[src/rtl/slot_reel_bank.sv]
// slot_reel_bank: spinning reel counters with manual/auto stop, win evaluation
// and a registered seven-segment anode/digit scan, all on one tick-enabled clock.
module slot_reel_bank #(
    parameter int NUM_REELS   = 4,
    parameter int SYM_W       = 4,
    parameter int NUM_SYMBOLS = 10,
    parameter int AUTO_TICKS  = 20
) (
    input  logic                       clk,
    input  logic                       rst_n,
    input  logic                       spin,
    input  logic [NUM_REELS-1:0]       stop,
    input  logic                       tick_spin,
    input  logic                       tick_scan,
    output logic [NUM_REELS*SYM_W-1:0] reel_val,
    output logic [NUM_REELS-1:0]       spinning,
    output logic                       busy,
    output logic                       result_valid,
    output logic                       win_all,
    output logic                       win_pair,
    output logic [NUM_REELS-1:0]       an,
    output logic [SYM_W-1:0]           digit
);
    localparam int CW = $clog2(AUTO_TICKS + 1);
    localparam int IW = $clog2(NUM_REELS);

    typedef enum logic [1:0] {IDLE, SPIN, AUTO, RESULT} state_t;

    state_t               state, state_nxt;
    logic [SYM_W-1:0]     reel [NUM_REELS];
    logic [SYM_W-1:0]     reel_nxt [NUM_REELS];
    logic [NUM_REELS-1:0] spinning_nxt, freeze, lowest;
    logic [CW-1:0]        cnt, cnt_nxt;
    logic [IW-1:0]        scan_idx, scan_nxt;
    logic                 all_eq, pair_eq;

    always_comb begin
        state_nxt    = state;
        spinning_nxt = spinning;
        cnt_nxt      = cnt;
        freeze       = '0;
        lowest       = spinning & (~spinning + 1'b1);
        for (int i = 0; i < NUM_REELS; i++) reel_nxt[i] = reel[i];
        case (state)
            IDLE: begin
                if (spin) begin
                    state_nxt    = SPIN;
                    spinning_nxt = '1;
                    cnt_nxt      = '0;
                end
            end
            SPIN, AUTO: begin
                // a reel frozen on this tick keeps its value; auto-stop picks the lowest spinning reel
                freeze       = (stop & spinning) | ((state == AUTO && tick_spin) ? lowest : '0);
                spinning_nxt = spinning & ~freeze;
                if (tick_spin)
                    for (int i = 0; i < NUM_REELS; i++)
                        if (spinning[i] && !freeze[i])
                            reel_nxt[i] = (reel[i] == SYM_W'(NUM_SYMBOLS - 1)) ? '0 : reel[i] + 1'b1;
                if (state == SPIN && tick_spin && cnt != CW'(AUTO_TICKS)) cnt_nxt = cnt + 1'b1;
                if (spinning == '0) state_nxt = RESULT;
                else if (state == SPIN && tick_spin && cnt_nxt == CW'(AUTO_TICKS)) state_nxt = AUTO;
            end
            default: state_nxt = IDLE;
        endcase
    end

    always_comb begin
        all_eq  = 1'b1;
        pair_eq = 1'b0;
        for (int i = 1; i < NUM_REELS; i++) begin
            all_eq  = all_eq & (reel[i] == reel[0]);
            pair_eq = pair_eq | (reel[i] == reel[i-1]);
        end
    end

    assign scan_nxt = tick_scan ? ((scan_idx == IW'(NUM_REELS - 1)) ? '0 : scan_idx + 1'b1) : scan_idx;

    always_ff @(posedge clk or negedge rst_n) begin
        if (!rst_n) begin
            state        <= IDLE;
            spinning     <= '0;
            cnt          <= '0;
            busy         <= 1'b0;
            result_valid <= 1'b0;
            win_all      <= 1'b0;
            win_pair     <= 1'b0;
            scan_idx     <= '0;
            an           <= ~NUM_REELS'(1);
            digit        <= '0;
            for (int i = 0; i < NUM_REELS; i++) reel[i] <= '0;
        end else begin
            state        <= state_nxt;
            spinning     <= spinning_nxt;
            cnt          <= cnt_nxt;
            busy         <= state_nxt != IDLE;
            result_valid <= state_nxt == RESULT;
            if (state == IDLE && spin) begin
                win_all  <= 1'b0;
                win_pair <= 1'b0;
            end else if (state_nxt == RESULT) begin
                win_all  <= all_eq;
                win_pair <= pair_eq;
            end
            // an/digit are built from next-state values so they stay aligned with scan_idx and reels
            scan_idx     <= scan_nxt;
            an           <= ~(NUM_REELS'(1) << scan_nxt);
            digit        <= reel_nxt[scan_nxt];
            for (int i = 0; i < NUM_REELS; i++) reel[i] <= reel_nxt[i];
        end
    end

    for (genvar g = 0; g < NUM_REELS; g++) begin : g_pack
        assign reel_val[g*SYM_W +: SYM_W] = reel[g];
    end
endmodule

[config.mk]
export PLATFORM = sky130hd
export DESIGN_NAME = slot_reel_bank
export DESIGN_NICKNAME = d
export VERILOG_FILES = /design/src/rtl/slot_reel_bank.sv
export SDC_FILE = /design/constraint.sdc
export NUM_CORES = 1
export LEC_CHECK = 0
export BUFFER_PORTS_ARGS = -buffer_cell sky130_fd_sc_hd__buf_2
export CAP_MARGIN = 15
export CORE_ASPECT_RATIO = 0.7
export CORE_MARGIN = 5
export CORE_UTILIZATION = 55
export DETAILED_ROUTE_END_ITERATION = 12
export PLACE_DENSITY_LB_ADDON = 0.2
export SLEW_MARGIN = 40
export SYNTH_ARGS = -nofsm -noshare
export SYNTH_HDL_FRONTEND = slang
export SYNTH_SLANG_ARGS = --single-unit
[constraint.sdc]
create_clock -name clk -period 4 [get_ports clk]
set_input_delay 0.2 -clock clk [delete_from_list [all_inputs] [get_ports clk]]
set_output_delay 0.2 -clock clk [all_outputs]
set_load 0.1 [all_outputs]
==> flow_summary.toml <==
[detailed_routing]
viasPerCell = 5.80
drc = 0
drt_iter0_drc = 171
num_vias = 1931
firstDrtPassIters = 4
ant_nets = 0
routed_wl_um = 5370
wl_per_cell_um = 16.1

[timing]
finClkSkew_ps = 7.39
clock.fmax_ghz = 0.395
finalSetupTns_ps = 0
slew_headroom_pct = 65.9
report.final.slew_viol_count = 0
hold_viol = 0
rsz0062_at_grt = "no"
setup_viol = 0
tightestPinTransition_ps = 512
hold_slack_ps = 240
layout_min_cycle_time_ps = 2530
period_share_pct = 63.3

[cells_and_area]
final_common_cell = "buf_2"
final_cell_mix = "buf_2 (39), dfrtp_1 (38), nand2_1 (26), o21ai_0 (15)"
nets = 295
diodes = 0
drive_gt1_share_pct = 22.1
syn_to_final_growth_pct = 15.9

[clock_tree]
cts_tree = "built"
clk_latency_ps = 290
root_buffer = "clkbuf_8"
clock_path_buffers = 2
clk_pin_slew_ps = 80
cts_num_sinks = 41
cts_made_buffers = 5
cts_max_level = 2
cts_setup_buffers = 0

[floorplan]
rows = 19
start_util_pct = 58.3
dieArea_um2 = 5680
ios = 41
fp.dieW_um = 88.0
core_um2 = 4020
die_h_um = 64.6

[critical_path]
crit_type = "flop to flop"
arrival_ps = 2710
worstPathMaxFanout = 17
end_kind = "flop"
start_kind = "flop"
critical_path_required_ps = 4180

[yosys]
netlist_area_um2 = 2340
ys_seq_area_share_pct = 44.0
synth_edf_count = 0
synth_nets = 257
ys_ff_latch = 41
synth_cell_types = 51
synth_cells = 242
avgSynthCellArea_um2 = 9.67
ys_warn_count = 0
ys_async_sr_fraction_pct = 100
ys.flop_type = "dfrtp_1"
synth.area.top_cells = "dfrtp_1 (41%), xnor2_1 (4.9%), nand2_1 (4.2%)"
synth_top_area_cell = "dfrtp_1"
synth_top_area_share_pct = 40.6

[min_path]
hp-class = "input port to flop"

[place]
place_congestion = 0.858
post-dp-hpwl_um = 4000
portBuffers = 40

[global_routing]
grt_max_degree = 42
grt_pass1_wl_um = 9030
grt_usage_pct = 20.6
grt-ovfl-total = 0
grt_pass1_vias = 1803
antenna_found_initial = 0

[job]
cap_violations = 0

[status]
status = "finished clean"
## worst max-delay path, stage by stage (launching register included)
cell,delay [ps]
dfrtp_1,450
inv_1,100
ha_1,590
nand3_1,200
a2111oi_4,450
o21ai_1,120
a221o_1,320
o22ai_1,150
nor2_1,50
## layout make-up
type | instances | area (um2)
Fill cell | 333 | 1300
Multi-Input combinational cell | 180 | 1230
Sequential cell | 41 | 1030
Timing Repair Buffer | 41 | 213
Clock buffer | 5 | 68.8
Clock inverter | 3 | 65.1
Tap cell | 52 | 65.1
Inverter | 11 | 41.3
## cells by family (layout without fill, tap and decap cells)
| logic type | Yosys count | after routing | synth area share [%] |
|---|---|---|---|
| flip-flops | 41 | 41 | 44.0 |
| XOR/XNOR | 24 | 24 | 8.98 |
| AND/OR/NAND/NOR | 92 | 92 | 20.6 |
| multiplexers | 10 | 10 | 5.02 |
| adder cells (fa/ha/maj) | 6 | 6 | 3.21 |
| AO/OA/AOI/OAI | 48 | 48 | 14.8 |
| buffers and inverters | 21 | 60 | 3.42 |
## Yosys cell counts (all sizes together), types with 2 or more instances
cell type	n
dfrtp	38
nand2	26
o21ai	17
nor2	13
xnor2	13
nand3	12
xor2	11
inv	10
a21oi	9
clkbuf	9
nor2b	7
ha	6
mux2i	5
nor4	5
or3	5
a22o	4
mux2	4
nand4	4
nor3	4
dfstp	3
nand2b	3
a21o	2
a31oi	2
and2	2
and3	2
and4b	2
o21a	2
o22ai	2
o32ai	2
or2	2
## what timing repair did
| item | CTS | global route |
|---|---|---|
| resized for setup | 0 | 0 |
| hold buffers | 1 | 0 |
| endpoints found under the hold margin | 38 | 0 |
## layer usage
| layer | share of wire, % | vias to the layer above | global-route usage (%) | routed length [um] |
|---|---|---|---|---|
| li1 | - | 931 | - | - |
| met1 | 51 | 929 | 32.7 | 2750 |
| met2 | 40 | 69 | 27.5 | 2170 |
| met3 | 8.1 | 2 | 5.95 | 433 |
| met4 | 0.35 | 0 | 4.02 | 19 |
| met5 | 0 | - | 0 | 0 |
## through the flow
stage | setup WS, ps | utilization [%] | area [um2] | std cells
floorplan | 1680 | - | 2340 | 242
CTS | 1480 | 67.5 | 2710 | 333
finish | 1470 | 67.5 | 2710 | 333
global placement | 1560 | 63.9 | 2570 | 324
detailed placement | 1480 | 64.0 | 2570 | 324
global route | 1250 | 67.5 | 2710 | 333
## registers in the layout, indices dropped and copies added (netlist names)
| name | cells |
|---|---|
| reel_val | 16 |
| cnt | 5 |
| an | 4 |
| digit | 4 |
| spinning | 4 |
| scan_idx | 2 |
| state | 2 |
| busy | 1 |
| result_valid | 1 |
| win_all | 1 |
| win_pair | 1 |
## worst paths after layout
| kind | start | endpoint | slack, ps | cells after the start |
|---|---|---|---|---|
| worst max-delay path | state[0]$_DFF_PN0_ | digit[3]$_DFF_PN0_ | 1470 | 8 |
| worst min-delay path | stop[2] | spinning[2]$_DFFE_PN0P_ | 240 | 4 |
| worst max register to register | state[0]$_DFF_PN0_ | digit[3]$_DFF_PN0_ | 1470 | 8 |
| worst min register to register | win_pair$_DFFE_PN0P_ | win_pair$_DFFE_PN0P_ | 530 | 2 |
| max in group asynchronous | rst_n | an[1]$_DFF_PN1_ | 3210 | 2 |
| min in group asynchronous | rst_n | cnt[2]$_DFFE_PN0P_ | 420 | 2 |
Power is left out: the tool's default activity adds up to more than one toggle a clock period on the data nets, which glitch-free logic cannot reach.
